File: src/rtl/mem_access_guard_if.sv
// MEM-stage access-check bus: request side from the pipeline, verdict and
// sticky fault capture back toward CP0.
interface mem_access_guard_if #(
  parameter int ADDR_W = 32,
  parameter int CNT_W  = 8
);
  logic              req_valid;
  logic              req_we;
  logic [1:0]        req_size;
  logic [ADDR_W-1:0] req_addr;
  logic [31:0]       req_pc;
  logic              stall;
  logic              flush;
  logic              exc_ack;

  logic              chk_valid;
  logic              chk_exc;
  logic [4:0]        chk_exccode;
  logic [2:0]        chk_cause;
  logic [2:0]        chk_region;
  logic              fault_pending;
  logic [ADDR_W-1:0] bad_vaddr;
  logic [31:0]       bad_pc;
  logic [4:0]        bad_code;
  logic [CNT_W-1:0]  drop_cnt;

  modport master (
    output req_valid, req_we, req_size, req_addr, req_pc, stall, flush, exc_ack,
    input  chk_valid, chk_exc, chk_exccode, chk_cause, chk_region,
           fault_pending, bad_vaddr, bad_pc, bad_code, drop_cnt
  );

  modport slave (
    input  req_valid, req_we, req_size, req_addr, req_pc, stall, flush, exc_ack,
    output chk_valid, chk_exc, chk_exccode, chk_cause, chk_region,
           fault_pending, bad_vaddr, bad_pc, bad_code, drop_cnt
  );
endinterface

File: src/rtl/mem_access_guard.sv
// Data-address guard for the MEM stage: region/permission/alignment check,
// one-cycle registered verdict and a sticky first-fault capture for CP0.
module mem_access_guard #(
  parameter int                     ADDR_W    = 32,
  parameter int                     NREG      = 3,
  parameter logic [NREG*ADDR_W-1:0] REG_BASE  = {32'h7f10, 32'h7f00, 32'h0},
  parameter logic [NREG*ADDR_W-1:0] REG_LIMIT = {32'h7f1b, 32'h7f0b, 32'h2fff},
  parameter logic [NREG*5-1:0]      REG_PERM  = {5'b00111, 5'b00111, 5'b11111},
  parameter int                     NRO       = 2,
  parameter logic [NRO*ADDR_W-1:0]  RO_ADDR   = {32'h7f18, 32'h7f08},
  parameter int                     CNT_W     = 8
) (
  input logic               clk,
  input logic               reset,
  mem_access_guard_if.slave bus
);

  typedef enum logic [2:0] {
    CAUSE_NONE      = 3'd0,
    CAUSE_UNMAPPED  = 3'd1,
    CAUSE_DIRECTION = 3'd2,
    CAUSE_SIZE      = 3'd3,
    CAUSE_MISALIGN  = 3'd4,
    CAUSE_STORE_RO  = 3'd5
  } cause_e;

  typedef struct packed {
    logic              valid;
    logic              exc;
    logic [4:0]        code;
    cause_e            cause;
    logic [2:0]        region;
    logic [ADDR_W-1:0] addr;
    logic [31:0]       pc;
  } chk_t;

  logic       hit;
  logic [2:0] hit_idx;
  logic [4:0] hit_perm;
  logic       ro_hit;
  logic       dir_ok;
  logic       size_ok;
  logic       aligned;
  cause_e     cause;

  chk_t              chk_q, chk_d;
  logic              pending_q, pending_d;
  logic [ADDR_W-1:0] vaddr_q, vaddr_d;
  logic [31:0]       pc_q, pc_d;
  logic [4:0]        code_q, code_d;
  logic [CNT_W-1:0]  drop_q, drop_d;
  logic              captured_q, captured_d;
  logic              new_fault;

  // NOTE: every always_comb output gets a default first, so no path leaves a latch.
  always_comb begin
    hit      = 1'b0;
    hit_idx  = '0;
    hit_perm = '0;
    // Walk downward so the lowest matching region is the one left standing.
    for (int i = NREG - 1; i >= 0; i--) begin
      if (bus.req_addr >= REG_BASE[i*ADDR_W +: ADDR_W] &&
          bus.req_addr <= REG_LIMIT[i*ADDR_W +: ADDR_W]) begin
        hit      = 1'b1;
        hit_idx  = 3'(i);
        hit_perm = REG_PERM[i*5 +: 5];
      end
    end

    ro_hit = 1'b0;
    for (int j = 0; j < NRO; j++) begin
      if (bus.req_addr == RO_ADDR[j*ADDR_W +: ADDR_W]) ro_hit = 1'b1;
    end

    dir_ok = bus.req_we ? hit_perm[1] : hit_perm[0];
    case (bus.req_size)
      2'd0:    size_ok = hit_perm[4];
      2'd1:    size_ok = hit_perm[3];
      2'd2:    size_ok = hit_perm[2];
      default: size_ok = 1'b0;
    endcase
    aligned = !((bus.req_size == 2'd1 && bus.req_addr[0]) ||
                (bus.req_size == 2'd2 && bus.req_addr[1:0] != 2'b00));

    if (!hit)                      cause = CAUSE_UNMAPPED;
    else if (!dir_ok)              cause = CAUSE_DIRECTION;
    else if (!size_ok)             cause = CAUSE_SIZE;
    else if (!aligned)             cause = CAUSE_MISALIGN;
    else if (bus.req_we && ro_hit) cause = CAUSE_STORE_RO;
    else                           cause = CAUSE_NONE;
  end

  always_comb begin
    chk_d = chk_q;
    if (bus.flush) begin
      chk_d = '0;
    end else if (!bus.stall) begin
      chk_d       = '0;
      chk_d.valid = bus.req_valid;
      if (bus.req_valid) begin
        chk_d.exc    = (cause != CAUSE_NONE);
        chk_d.code   = (cause == CAUSE_NONE) ? 5'd0 : (bus.req_we ? 5'd5 : 5'd4);
        chk_d.cause  = cause;
        chk_d.region = hit_idx;
        chk_d.addr   = bus.req_addr;
        chk_d.pc     = bus.req_pc;
      end
    end
  end

  // A stalled faulting entry is presented for several cycles but reported once.
  assign new_fault  = chk_q.exc && !captured_q;
  assign captured_d = (bus.stall && !bus.flush) ? (captured_q | chk_q.exc) : 1'b0;

  always_comb begin
    pending_d = pending_q;
    vaddr_d   = vaddr_q;
    pc_d      = pc_q;
    code_d    = code_q;
    drop_d    = drop_q;
    if (new_fault && (!pending_q || bus.exc_ack)) begin
      pending_d = 1'b1;
      vaddr_d   = chk_q.addr;
      pc_d      = chk_q.pc;
      code_d    = chk_q.code;
    end else if (new_fault) begin
      if (drop_q != '1) drop_d = drop_q + 1'b1;
    end else if (bus.exc_ack) begin
      pending_d = 1'b0;
    end
  end

  // NOTE: state registers use non-blocking assignments only.
  always_ff @(posedge clk or posedge reset) begin
    if (reset) begin
      chk_q      <= '0;
      pending_q  <= 1'b0;
      vaddr_q    <= '0;
      pc_q       <= '0;
      code_q     <= '0;
      drop_q     <= '0;
      captured_q <= 1'b0;
    end else begin
      chk_q      <= chk_d;
      pending_q  <= pending_d;
      vaddr_q    <= vaddr_d;
      pc_q       <= pc_d;
      code_q     <= code_d;
      drop_q     <= drop_d;
      captured_q <= captured_d;
    end
  end

  assign bus.chk_valid     = chk_q.valid;
  assign bus.chk_exc       = chk_q.exc;
  assign bus.chk_exccode   = chk_q.code;
  assign bus.chk_cause     = chk_q.cause;
  assign bus.chk_region    = chk_q.region;
  assign bus.fault_pending = pending_q;
  assign bus.bad_vaddr     = vaddr_q;
  assign bus.bad_pc        = pc_q;
  assign bus.bad_code      = code_q;
  assign bus.drop_cnt      = drop_q;

endmodule

File: src/flat_wrapper.sv
// flat-port wrapper written by rule: the top's interface ports become plain ports
module mem_access_guard_flat 
#(
  parameter int                     ADDR_W    = 32,
  parameter int                     NREG      = 3,
  parameter logic [NREG*ADDR_W-1:0] REG_BASE  = {32'h7f10, 32'h7f00, 32'h0},
  parameter logic [NREG*ADDR_W-1:0] REG_LIMIT = {32'h7f1b, 32'h7f0b, 32'h2fff},
  parameter logic [NREG*5-1:0]      REG_PERM  = {5'b00111, 5'b00111, 5'b11111},
  parameter int                     NRO       = 2,
  parameter logic [NRO*ADDR_W-1:0]  RO_ADDR   = {32'h7f18, 32'h7f08},
  parameter int                     CNT_W     = 8
)
  (clk, reset, bus_req_valid, bus_req_we, bus_req_size, bus_req_addr, bus_req_pc, bus_stall, bus_flush, bus_exc_ack, bus_chk_valid, bus_chk_exc, bus_chk_exccode, bus_chk_cause, bus_chk_region, bus_fault_pending, bus_bad_vaddr, bus_bad_pc, bus_bad_code, bus_drop_cnt);
  mem_access_guard_if #(.ADDR_W(ADDR_W), .CNT_W(CNT_W)) bus_i ();
  input logic clk;
  input logic reset;
  input wire logic [$bits(bus_i.req_valid)-1:0] bus_req_valid;
  input wire logic [$bits(bus_i.req_we)-1:0] bus_req_we;
  input wire logic [$bits(bus_i.req_size)-1:0] bus_req_size;
  input wire logic [$bits(bus_i.req_addr)-1:0] bus_req_addr;
  input wire logic [$bits(bus_i.req_pc)-1:0] bus_req_pc;
  input wire logic [$bits(bus_i.stall)-1:0] bus_stall;
  input wire logic [$bits(bus_i.flush)-1:0] bus_flush;
  input wire logic [$bits(bus_i.exc_ack)-1:0] bus_exc_ack;
  output wire logic [$bits(bus_i.chk_valid)-1:0] bus_chk_valid;
  output wire logic [$bits(bus_i.chk_exc)-1:0] bus_chk_exc;
  output wire logic [$bits(bus_i.chk_exccode)-1:0] bus_chk_exccode;
  output wire logic [$bits(bus_i.chk_cause)-1:0] bus_chk_cause;
  output wire logic [$bits(bus_i.chk_region)-1:0] bus_chk_region;
  output wire logic [$bits(bus_i.fault_pending)-1:0] bus_fault_pending;
  output wire logic [$bits(bus_i.bad_vaddr)-1:0] bus_bad_vaddr;
  output wire logic [$bits(bus_i.bad_pc)-1:0] bus_bad_pc;
  output wire logic [$bits(bus_i.bad_code)-1:0] bus_bad_code;
  output wire logic [$bits(bus_i.drop_cnt)-1:0] bus_drop_cnt;
  assign bus_i.req_valid = bus_req_valid;
  assign bus_i.req_we = bus_req_we;
  assign bus_i.req_size = bus_req_size;
  assign bus_i.req_addr = bus_req_addr;
  assign bus_i.req_pc = bus_req_pc;
  assign bus_i.stall = bus_stall;
  assign bus_i.flush = bus_flush;
  assign bus_i.exc_ack = bus_exc_ack;
  assign bus_chk_valid = bus_i.chk_valid;
  assign bus_chk_exc = bus_i.chk_exc;
  assign bus_chk_exccode = bus_i.chk_exccode;
  assign bus_chk_cause = bus_i.chk_cause;
  assign bus_chk_region = bus_i.chk_region;
  assign bus_fault_pending = bus_i.fault_pending;
  assign bus_bad_vaddr = bus_i.bad_vaddr;
  assign bus_bad_pc = bus_i.bad_pc;
  assign bus_bad_code = bus_i.bad_code;
  assign bus_drop_cnt = bus_i.drop_cnt;
  mem_access_guard #(.ADDR_W(ADDR_W), .NREG(NREG), .REG_BASE(REG_BASE), .REG_LIMIT(REG_LIMIT), .REG_PERM(REG_PERM), .NRO(NRO), .RO_ADDR(RO_ADDR), .CNT_W(CNT_W)) u_core (.clk(clk), .reset(reset), .bus(bus_i));
endmodule
File: config.mk
export PLATFORM = sky130hd
export DESIGN_NAME = mem_access_guard_flat
export DESIGN_NICKNAME = d
export VERILOG_FILES = /design/src/rtl/mem_access_guard_if.sv /design/src/rtl/mem_access_guard.sv /design/src/flat_wrapper.sv
export SDC_FILE = /design/constraint.sdc
export NUM_CORES = 1
export LEC_CHECK = 0
export ABC_AREA = 1
export CORE_UTILIZATION = 30
export DETAILED_ROUTE_END_ITERATION = 10
export PLACE_DENSITY_LB_ADDON = 0.3
export SLEW_MARGIN = 20
export SYNTH_ARGS = -nofsm -noshare
export SYNTH_HDL_FRONTEND = slang
export SYNTH_SLANG_ARGS = --single-unit
File: constraint.sdc
create_clock -name clk -period 11.73 [get_ports clk]
set_clock_uncertainty 0.05 [all_clocks]
set_input_delay 2.346 -clock clk [delete_from_list [all_inputs] [get_ports clk]]
set_output_delay 2.346 -clock clk [all_outputs]
set_load 0.02 [all_outputs]
==> results of run 1 <==
cells by family (layout without fill, tap and decap cells):
group	Yosys count	in the layout	share of synthesized area, %
flip-flops	148	148	62.9
AO/OA/AOI/OAI	136	136	11.8
AND/OR/NAND/NOR	206	206	14.7
multiplexers	2	2	0.382
buffers and inverters	124	272	8.99
adder cells (fa/ha/maj)	1	1	0.212
XOR/XNOR	7	7	1.04
other	1	7	0.0637
cell usage after synthesis, drive strengths merged (2+ instances only):
library cell  instances
nand2               163
dfrtp               148
o21ai               127
inv                  83
nor2                 26
buf                  23
clkbuf               18
nand3                 7
nor3                  5
xor2                  5
nand4                 4
o22ai                 4
a21oi                 2
mux2                  2
o211ai                2
xnor2                 2
per-stage QoR:
stage / utilization [%] / area (µm²) / hold WS (ps) / worst slack, ps / std cells
after CTS: 43.3 / 8200 / 425 / 7580 / 1039
after floorplan: - / 5910 / 400 / 5350 / 631
after global routing: 43.3 / 8200 / 446 / 7450 / 1039
after detailed placement: 40.2 / 7610 / 409 / 7150 / 1009
after global placement: 40.2 / 7610 / 407 / 7170 / 1009
final: 43.3 / 8200 / 420 / 7610 / 1039
cells in the final DEF (no fill, tap or decap), drive strengths merged:
cell type | synthesis | routed
o22ai | 4 | 4
inv | 83 | 84
ha | 1 | 1
clkinvlp | 0 | 1
conb | 1 | 7
clkdlybuf4s50 | 0 | 156
xnor2 | 2 | 2
nand2 | 163 | 163
nor2 | 26 | 26
nand3b | 1 | 1
a21oi | 2 | 2
o21ai | 127 | 127
buf | 23 | 3
a31oi | 1 | 1
o211ai | 2 | 2
xor2 | 5 | 5
nand3 | 7 | 7
mux2 | 2 | 2
clkbuf | 18 | 22
nor3 | 5 | 5
dfrtp | 148 | 148
clkinv | 0 | 4
nand4 | 4 | 4
bufinv | 0 | 2
per-layer routing:
| metal | vias to the layer above | global-route usage (%) |
|---|---|---|
| met5 | - | 0 |
| li1 | 2217 | - |
| met2 | 131 | 21.4 |
| met4 | 0 | 4.07 |
| met3 | 7 | 6.16 |
| met1 | 2087 | 20.0 |
worst paths after layout:
path | startpoint | endpoint | slack [ps] | cells past startpoint
worst max-delay path | bus_exc_ack | u_core.bus.bad_code[0]$_DFFE_PP0P_ | 7610 | 6
worst min-delay path | u_core.bus.bad_code[2]$_DFFE_PP0P_ | u_core.bus.bad_code[2]$_DFFE_PP0P_ | 420 | 2
worst max register to register | u_core.bus.chk_exccode[2]$_DFFE_PP0N_ | u_core.bus.bad_code[0]$_DFFE_PP0P_ | 9480 | 5
worst min register to register | u_core.bus.bad_code[2]$_DFFE_PP0P_ | u_core.bus.bad_code[2]$_DFFE_PP0P_ | 420 | 2
max in group asynchronous | reset | u_core.bus.chk_cause[0]$_DFFE_PP0N_ | 8120 | 3
min in group asynchronous | reset | u_core.bus.bad_pc[1]$_DFFE_PP0P_ | 2340 | 2
power breakdown:
part	total, mW	internal, mW	switching, mW
clock	0.537	0.333	0.204
combinational	0.214	0.100	0.114
sequential	0.579	0.552	0.0275
total	1.33	0.985	0.345
cell type report:
type	instances	share of cell area, %
flip-flops and latches	148	45.1
inverters	83	3.89
well taps	260	3.97
repair buffers	159	19.4
multi-input cells	359	20.5
clock inverters	8	1.22
clock buffers	22	5.90
worst register-to-register path: stages (launching register included):
cell and delay (ps):
dfrtp_1 410, inv_1 130, nor2_4 70, nand2_4 380
buf_4 670, mux2_2 410
flip-flops by register name, indices dropped and copies added (netlist names), 2 cells and up:
register                flops
u_core.chk_q               64
u_core.bus.bad_pc          32
u_core.bus.bad_vaddr       32
u_core.bus.drop_cnt         8
u_core.bus.chk_cause        3
u_core.bus.bad_code         2
u_core.bus.chk_exccode      2
u_core.bus.chk_region       2
==> reports/results.ini, run 1 <==
[drt]
first_pass_iters = 5
drt-vias-per-instance = 4.28
wl_per_cell_um = 13.4
drt_wl_total_um = 14000
drt_iter0_markers = 259
top_layer = met4
met1_length_um = 6620
ant_nets = 0
met3WireLength_um = 1110
route.met2.wl_um = 6130
drc_errors = 0
routed-via-count = 4442

[die]
initial_core_util_pct = 31.1
row_count = 50
dieArea_um2 = 20200
core_um2 = 19000
die_y_um = 142
die_w_um = 142
ios = 164

[power_and_ir_drop]
leakage_nw = 3.61
ir_drop_mv = 0.0973
p_per_area_nw_per_um2 = 162
power.total_mw = 1.33

[synthesis]
synth_seq_cells = 148
async_flop_share_pct = 100
synth_top_area_share_pct = 62.9
syn_area_um2 = 5890
ys_top_cells_by_area = dfrtp_1 63%, o21ai_0 11%, nand2_1 10%, inv_1 5.2%, buf_4 1.8%
yosysSeqAreaShare_pct = 62.9
synth_edf_count = 0
avgSynthCellArea_um2 = 9.42
synth_top_flop_cell = dfrtp_1
yosys_warnings = 0
synth_cell_types = 28
yosysTopAreaCell = dfrtp_1
synthCells = 625

[global_routing]
grt_pass1_vias = 4281
antenna_found_initial = 0
grt.overflow.total = 0
grt_usage_pct = 14.7
grt_max_degree = 82
grt_pass1_wl_um = 22600

[job]
maxCapViolations = 0

[cts]
cts.root.buffer_cell = clkbuf_16
clk_pin_slew_ps = 60
clock_latency_ps = 410
cts_made_buffers = 17
cts_tree = built
clock_path_buffers = 2
post-cts-setup-buffers = 0
htree_levels = 4
clkSinkCount = 148
ctsResizeCount = 0
ctsHoldBuffers = 0

[timing]
fmax_ghz = 0.243
period_share_pct = 35.1
min_period_ps = 4120
hold_viol = 0
worstMarginPinSlew_ps = 779
rsz0062_at_grt = false
tns_ps = 0
slew_headroom_pct = 48.1
setup_viol = 0
slew_viol_final = 0

[finish]
fin_nets = 842
syn_to_final_growth_pct = 39.3
fillCellCount = 1875
multi_input_area_um2 = 1680
layout-drive-gt1-share_pct = 6.29
diodes = 0
ff_latch_area_um2 = 3700

[worst_setup_path]
path_class = in2reg
crit_required_ps = 11980
cp_slowest_cell = buf_4
worst-path-max-fanout = 80
cp-end-kind = flip-flop
worst_path_largest_cell_delay_ps = 640
worstPathCellList = clkdlybuf4s50_1, inv_1, nand2_1, nand2_4, buf_4, mux2_2
crit_arrival_ps = 4360
cpLargestDelayFamily = buffers and inverters
critPathBufInv = 3
start_kind = input pin

[place]
place_congestion = 0.713
dpl.hpwl_um = 9100
port_buffers = 156

[hold_path]
hp-class = reg2reg

[run_status]
status = finished clean

Power figures use the tool's default switching activity.
==> inputs of run 2 (changes only) <==
Clock period 11.73 ns to 3.9 ns, I/O delays scaled along.
==> reports/results.ini, run 2 (synthesis results as in run 1) <==
[drt]
first_pass_iters = 4  ; -1
drt_wl_total_um = 14100  ; +0.88%
drt-vias-per-instance = 4.23  ; -1.2%
drt_iter0_markers = 159  ; -39%
drc_errors = 0  ; unchanged
routed-via-count = 4412  ; -0.68%
wl_per_cell_um = 13.5  ; +0.40%
ant_nets = 0  ; unchanged

[die]
core_um2 = 19000  ; unchanged
die_y_um = 142  ; unchanged
dieArea_um2 = 20200  ; unchanged
initial_core_util_pct = 31.1  ; unchanged
row_count = 50  ; unchanged
die_w_um = 142  ; unchanged
ios = 164  ; unchanged

[hold_path]
whs_endpoint = u_core.bus.bad_code[2]$_DFFE_PP0P_
min-delay-start = u_core.bus.bad_code[2]$_DFFE_PP0P_
hp-class = reg2reg
min_path_cells = 2  ; unchanged

[timing]
setup_viol = 0  ; unchanged
period_share_pct = 59.1
slew_viol_final = 0  ; unchanged
worstMarginPinSlew_ps = 793  ; +14.4 ps
hold_viol = 0  ; unchanged
rsz0062_at_grt = false
slew_headroom_pct = 47.1  ; -0.96 points
fmax_ghz = 0.434
min_period_ps = 2310
tns_ps = 0  ; unchanged

[finish]
largest_reg_flops = 64  ; unchanged
layout-drive-gt1-share_pct = 6.76  ; +0.47 points
regMostFlops = u_core.chk_q
fin_util_pct = 44.1  ; +0.79 points
fin_nets = 845  ; +0.36%
diodes = 0  ; unchanged
syn_to_final_growth_pct = 41.8
layout_common_cells = 160 x nand2_1, 156 x clkdlybuf4s50_1, 148 x dfrtp_1
final_common_cell = nand2_1

[worst_setup_path]
r2r-end = u_core.bus.drop_cnt[2]$_DFFE_PP0P_
worstPathCellList = clkdlybuf4s50_1
path_class = reg2out
worst-r2r-setup-slack_ps = 1970  ; -7510 ps
critPathBufInv = 1  ; -2
reg2reg_from = u_core.bus.chk_exccode[2]$_DFFE_PP0N_
cp_slowest_cell = clkdlybuf4s50_1
start_kind = flip-flop
r2r_cells = 6  ; +1
cp-end-kind = output port
cpLargestDelayFamily = buffers and inverters
worst-path-max-fanout = 3  ; -96%
crit_arrival_ps = 1480  ; -2880 ps
crit_required_ps = 3070  ; -8910 ps
worst_path_largest_cell_delay_ps = 670  ; +30 ps

[cts]
cts_made_buffers = 17  ; unchanged
clock_latency_ps = 420  ; about the same
ctsResizeCount = 0  ; unchanged
clock_path_buffers = 2  ; unchanged
cts_tree = built
cts.root.buffer_cell = clkbuf_16
ctsHoldBuffers = 0  ; unchanged
clkSinkCount = 148  ; unchanged
post-cts-setup-buffers = 0  ; unchanged
htree_levels = 4  ; unchanged
clk_pin_slew_ps = 60  ; about the same

[job]
maxCapViolations = 0  ; unchanged

[place]
port_buffers = 156  ; unchanged
dpl.hpwl_um = 9380  ; +3.0%
place_congestion = 0.744  ; +4.3%

[global_routing]
grt_pass1_vias = 4443  ; +3.8%
grt_max_degree = 149  ; +82%
grt_usage_pct = 15.0  ; +0.29 points
grt_pass1_wl_um = 23100  ; +2.3%
grt.overflow.total = 0  ; unchanged
antenna_found_initial = 0  ; unchanged

[run_status]
status = finished clean

[power_and_ir_drop]
ir_drop_mv = 0.303  ; +210%
p_per_area_nw_per_um2 = 511  ; +220%
leakage_nw = 3.67  ; +1.8%

[run 2: worst min-delay path: cells and delay by family, from the launching register on]
family / cells / cell delay, ps
and+or+nand+nor: 1 / 50
buffers and inverters: 1 / 40
DFF: 1 / 350
[run 2: worst max-delay path by stage]
stage                                          start                                  to  slack (ps)  depth (start not counted)
4_1_cts        u_core.bus.chk_exccode[0]$_DFFE_PP0N_                  bus_chk_exccode[0]        1530                          1
2_1_floorplan                                  reset  u_core.bus.bad_code[0]$_DFFE_PP0P_        1210                          1
6_report       u_core.bus.chk_exccode[0]$_DFFE_PP0N_                  bus_chk_exccode[0]        1590                          1
5_1_grt                                  bus_exc_ack  u_core.bus.drop_cnt[2]$_DFFE_PP0P_        1500                          7
3_5_place_dp                             bus_exc_ack  u_core.bus.drop_cnt[2]$_DFFE_PP0P_        1210                          7
3_3_place_gp                             bus_exc_ack  u_core.bus.drop_cnt[2]$_DFFE_PP0P_        1210                          7
[run 2: power breakdown]
part / total [mW] / leakage [nW] / switching [mW] / internal (mW)
registers: 1.74 / 2.00 / 0.0792 / 1.66
logic: 0.654 / 1.34 / 0.347 / 0.306
clock network: 1.88 / 0.332 / 0.639 / 1.24
[run 2: cell type report]
class,instances,area (µm²)
fillers,1852,10600
flip-flops and latches,148,3700
multi-input cells,359,1680
repair buffers,162,1640
clock buffers,21,460
well taps,260,325
inverters,83,315
clock inverters,11,220
[run 2: routing by layer]
layer  up-vias  share of wire (%)  track usage, %
met5         -                  0               0
met4         0                1.1            5.26
met3        12                7.6            5.55
met2       117                 45            23.7
met1      2059                 46            18.9
li1       2224                  -               -
[run 2: metrics by stage]
stage / cell area (µm²) / worst slack, ps / instances / power (mW) / hold WS, ps
2_1_floorplan: 5910 / 1210 / 631 / 2.08 / 400
3_3_place_gp: 7670 / 1210 / 1012 / 2.43 / 401
3_5_place_dp: 7670 / 1210 / 1012 / 2.43 / 408
4_1_cts: 8350 / 1530 / 1044 / 4.33 / 425
5_1_grt: 8350 / 1500 / 1044 / 4.47 / 450
6_report: 8350 / 1590 / 1044 / 4.27 / 420
==> inputs of run 3 (changes only) <==
Clock period 3.9 ns to 2.02 ns, I/O delays scaled along.
==> reports/results.ini, run 3 (synthesis results as in run 1) <==
[cts]
ctsResizeCount = 0  ; unchanged
ctsHoldBuffers = 0  ; unchanged
cts_made_buffers = 17  ; unchanged
clk_pin_slew_ps = 60  ; about the same
htree_levels = 4  ; unchanged
clkSinkCount = 148  ; unchanged
clock_latency_ps = 420  ; about the same
post-cts-setup-buffers = 0  ; unchanged
clock_path_buffers = 2  ; unchanged
cts.root.buffer_cell = clkbuf_16
cts_tree = built

[global_routing]
grt_usage_pct = 15.6  ; +0.55 points
grt_pass1_vias = 4586  ; +3.2%
grt_max_degree = 58  ; -61%
antenna_found_initial = 0  ; unchanged
grt.overflow.total = 0  ; unchanged
grt_pass1_wl_um = 24000  ; +3.8%

[job]
maxCapViolations = 0  ; unchanged

[power_and_ir_drop]
p_per_area_nw_per_um2 = 968  ; +89%
leakage_nw = 3.84  ; +4.6%
ir_drop_mv = 0.576  ; +90%

[worst_setup_path]
reg2reg_from = u_core.bus.drop_cnt[0]$_DFFE_PP0P_
critPathBufInv = 1  ; unchanged
startpoint = u_core.bus.chk_exccode[0]$_DFFE_PP0N_
worst-path-max-fanout = 3  ; unchanged
cp-end-kind = output port
cp_slowest_cell = clkdlybuf4s50_1
worst_path_largest_cell_delay_ps = 680  ; about the same
worstSetupEndpoint = bus_chk_exccode[0]
crit_required_ps = 1570  ; -1500 ps
r2r-end = u_core.bus.drop_cnt[7]$_DFFE_PP0P_
cpLargestDelayFamily = buffers and inverters
start_kind = flip-flop
worstPathCellList = clkdlybuf4s50_1
crit_arrival_ps = 1460  ; -20 ps
r2r_cells = 9  ; +3
path_depth = 1  ; unchanged
path_class = reg2out
worst-r2r-setup-slack_ps = 290  ; -1680 ps

[die]
ios = 164  ; unchanged
initial_core_util_pct = 31.1  ; unchanged
die_w_um = 142  ; unchanged
dieArea_um2 = 20200  ; unchanged
die_y_um = 142  ; unchanged
row_count = 50  ; unchanged
core_um2 = 19000  ; unchanged

[timing]
slew_viol_final = 0  ; unchanged
tns_ps = 0  ; unchanged
setup_viol = 0  ; unchanged
rsz0062_at_grt = false
min_period_ps = 1920
fmax_ghz = 0.522
period_share_pct = 94.9
hold_viol = 0  ; unchanged

[drt]
route.met2.wl_um = 6390  ; -0.23%
drt_iter0_markers = 192  ; +21%
ant_nets = 0  ; unchanged
top_layer = met4
wl_per_cell_um = 13.5  ; about the same
drt_wl_total_um = 14400  ; +2.3%
first_pass_iters = 4  ; unchanged
drc_errors = 0  ; unchanged
met1_length_um = 6750  ; +4.7%
met3WireLength_um = 1050  ; -2.1%
drt-vias-per-instance = 4.25  ; +0.50%
routed-via-count = 4536  ; +2.8%

[place]
placed_area_um2 = 7960  ; +3.8%
port_buffers = 156  ; unchanged
place_congestion = 0.696  ; -6.5%
dpl.hpwl_um = 10100  ; +7.2%

[finish]
ff_latch_area_um2 = 3700  ; unchanged
multi_input_area_um2 = 1680  ; unchanged
final_common_cell = nand2_1
diodes = 0  ; unchanged
layout_common_cells = 160 x nand2_1, 156 x clkdlybuf4s50_1, 148 x dfrtp_1
fillCellCount = 1818  ; -1.8%
regMostFlops = u_core.chk_q
fin_nets = 870  ; +3.0%
final_area_um2 = 8650  ; +3.6%
syn_to_final_growth_pct = 46.9
largest_reg_flops = 64  ; unchanged
layout-drive-gt1-share_pct = 9.65  ; +2.9 points

[hold_path]
hp-class = in2async

[run_status]
status = finished clean

==> run 3: where the power goes <==
group / switching, mW / internal, mW / leakage [nW] / total [mW]
clock network: 1.21 / 2.48 / 0.339 / 3.69
logic: 0.685 / 0.643 / 1.50 / 1.33
registers: 0.153 / 3.20 / 2.00 / 3.36
total: 2.05 / 6.32 / 3.84 / 8.37
==> run 3: area by class of cell <==
type	count	share of cell area, %
timing repair buffer	187	22.3
multi-input combinational	359	19.5
clock inverter	8	2.24
clock buffer	23	5.76
tap	260	3.76
sequential	148	42.8
inverter	83	3.64
==> run 3: layer usage <==
metal,global-route usage (%),up-vias
li1,-,2282
met1,20.8,2106
met2,23.4,131
met3,5.05,17
met4,5.77,0
met5,0,-
==> run 3: worst min path at each step <==
stage / slack [ps] / start / depth (start not counted) / endpoint
after floorplan: 400 / u_core.bus.chk_cause[2]$_DFFE_PP0N_ / 2 / u_core.bus.chk_cause[2]$_DFFE_PP0N_
after global placement: 400 / u_core.bus.bad_code[2]$_DFFE_PP0P_ / 2 / u_core.bus.bad_code[2]$_DFFE_PP0P_
after detailed placement: 420 / u_core.bus.bad_code[2]$_DFFE_PP0P_ / 2 / u_core.bus.bad_code[2]$_DFFE_PP0P_
after CTS: 220 / reset / 2 / u_core.bus.bad_vaddr[10]$_DFFE_PP0P_
after global routing: 230 / reset / 2 / u_core.bus.bad_vaddr[10]$_DFFE_PP0P_
final: 220 / reset / 2 / u_core.chk_q[42]$_DFFE_PP0N_
==> run 3: worst register-to-register path, cell delays in order (launching register included) <==
cell	delay (ps)
dfrtp_1	420
ha_1	230
nand3_1	70
inv_1	50
nand4_1	120
nand3_2	120
nor2_1	190
nand3_1	130
nor2_1	130
xor2_1	150
==> run 3: through the flow <==
stage / instances / setup WS, ps / total power [mW] / utilization, % / hold WS [ps]
final: 1068 / 104 / 8.37 / 45.6 / 225
after global placement: 1037 / -104 / 4.74 / 42.0 / 399
after global routing: 1068 / 37.1 / 8.74 / 45.6 / 232
after detailed placement: 1037 / -110 / 4.76 / 42.0 / 417
after CTS: 1068 / 57.9 / 8.47 / 45.6 / 218
after floorplan: 631 / -295 / 4.01 / - / 400
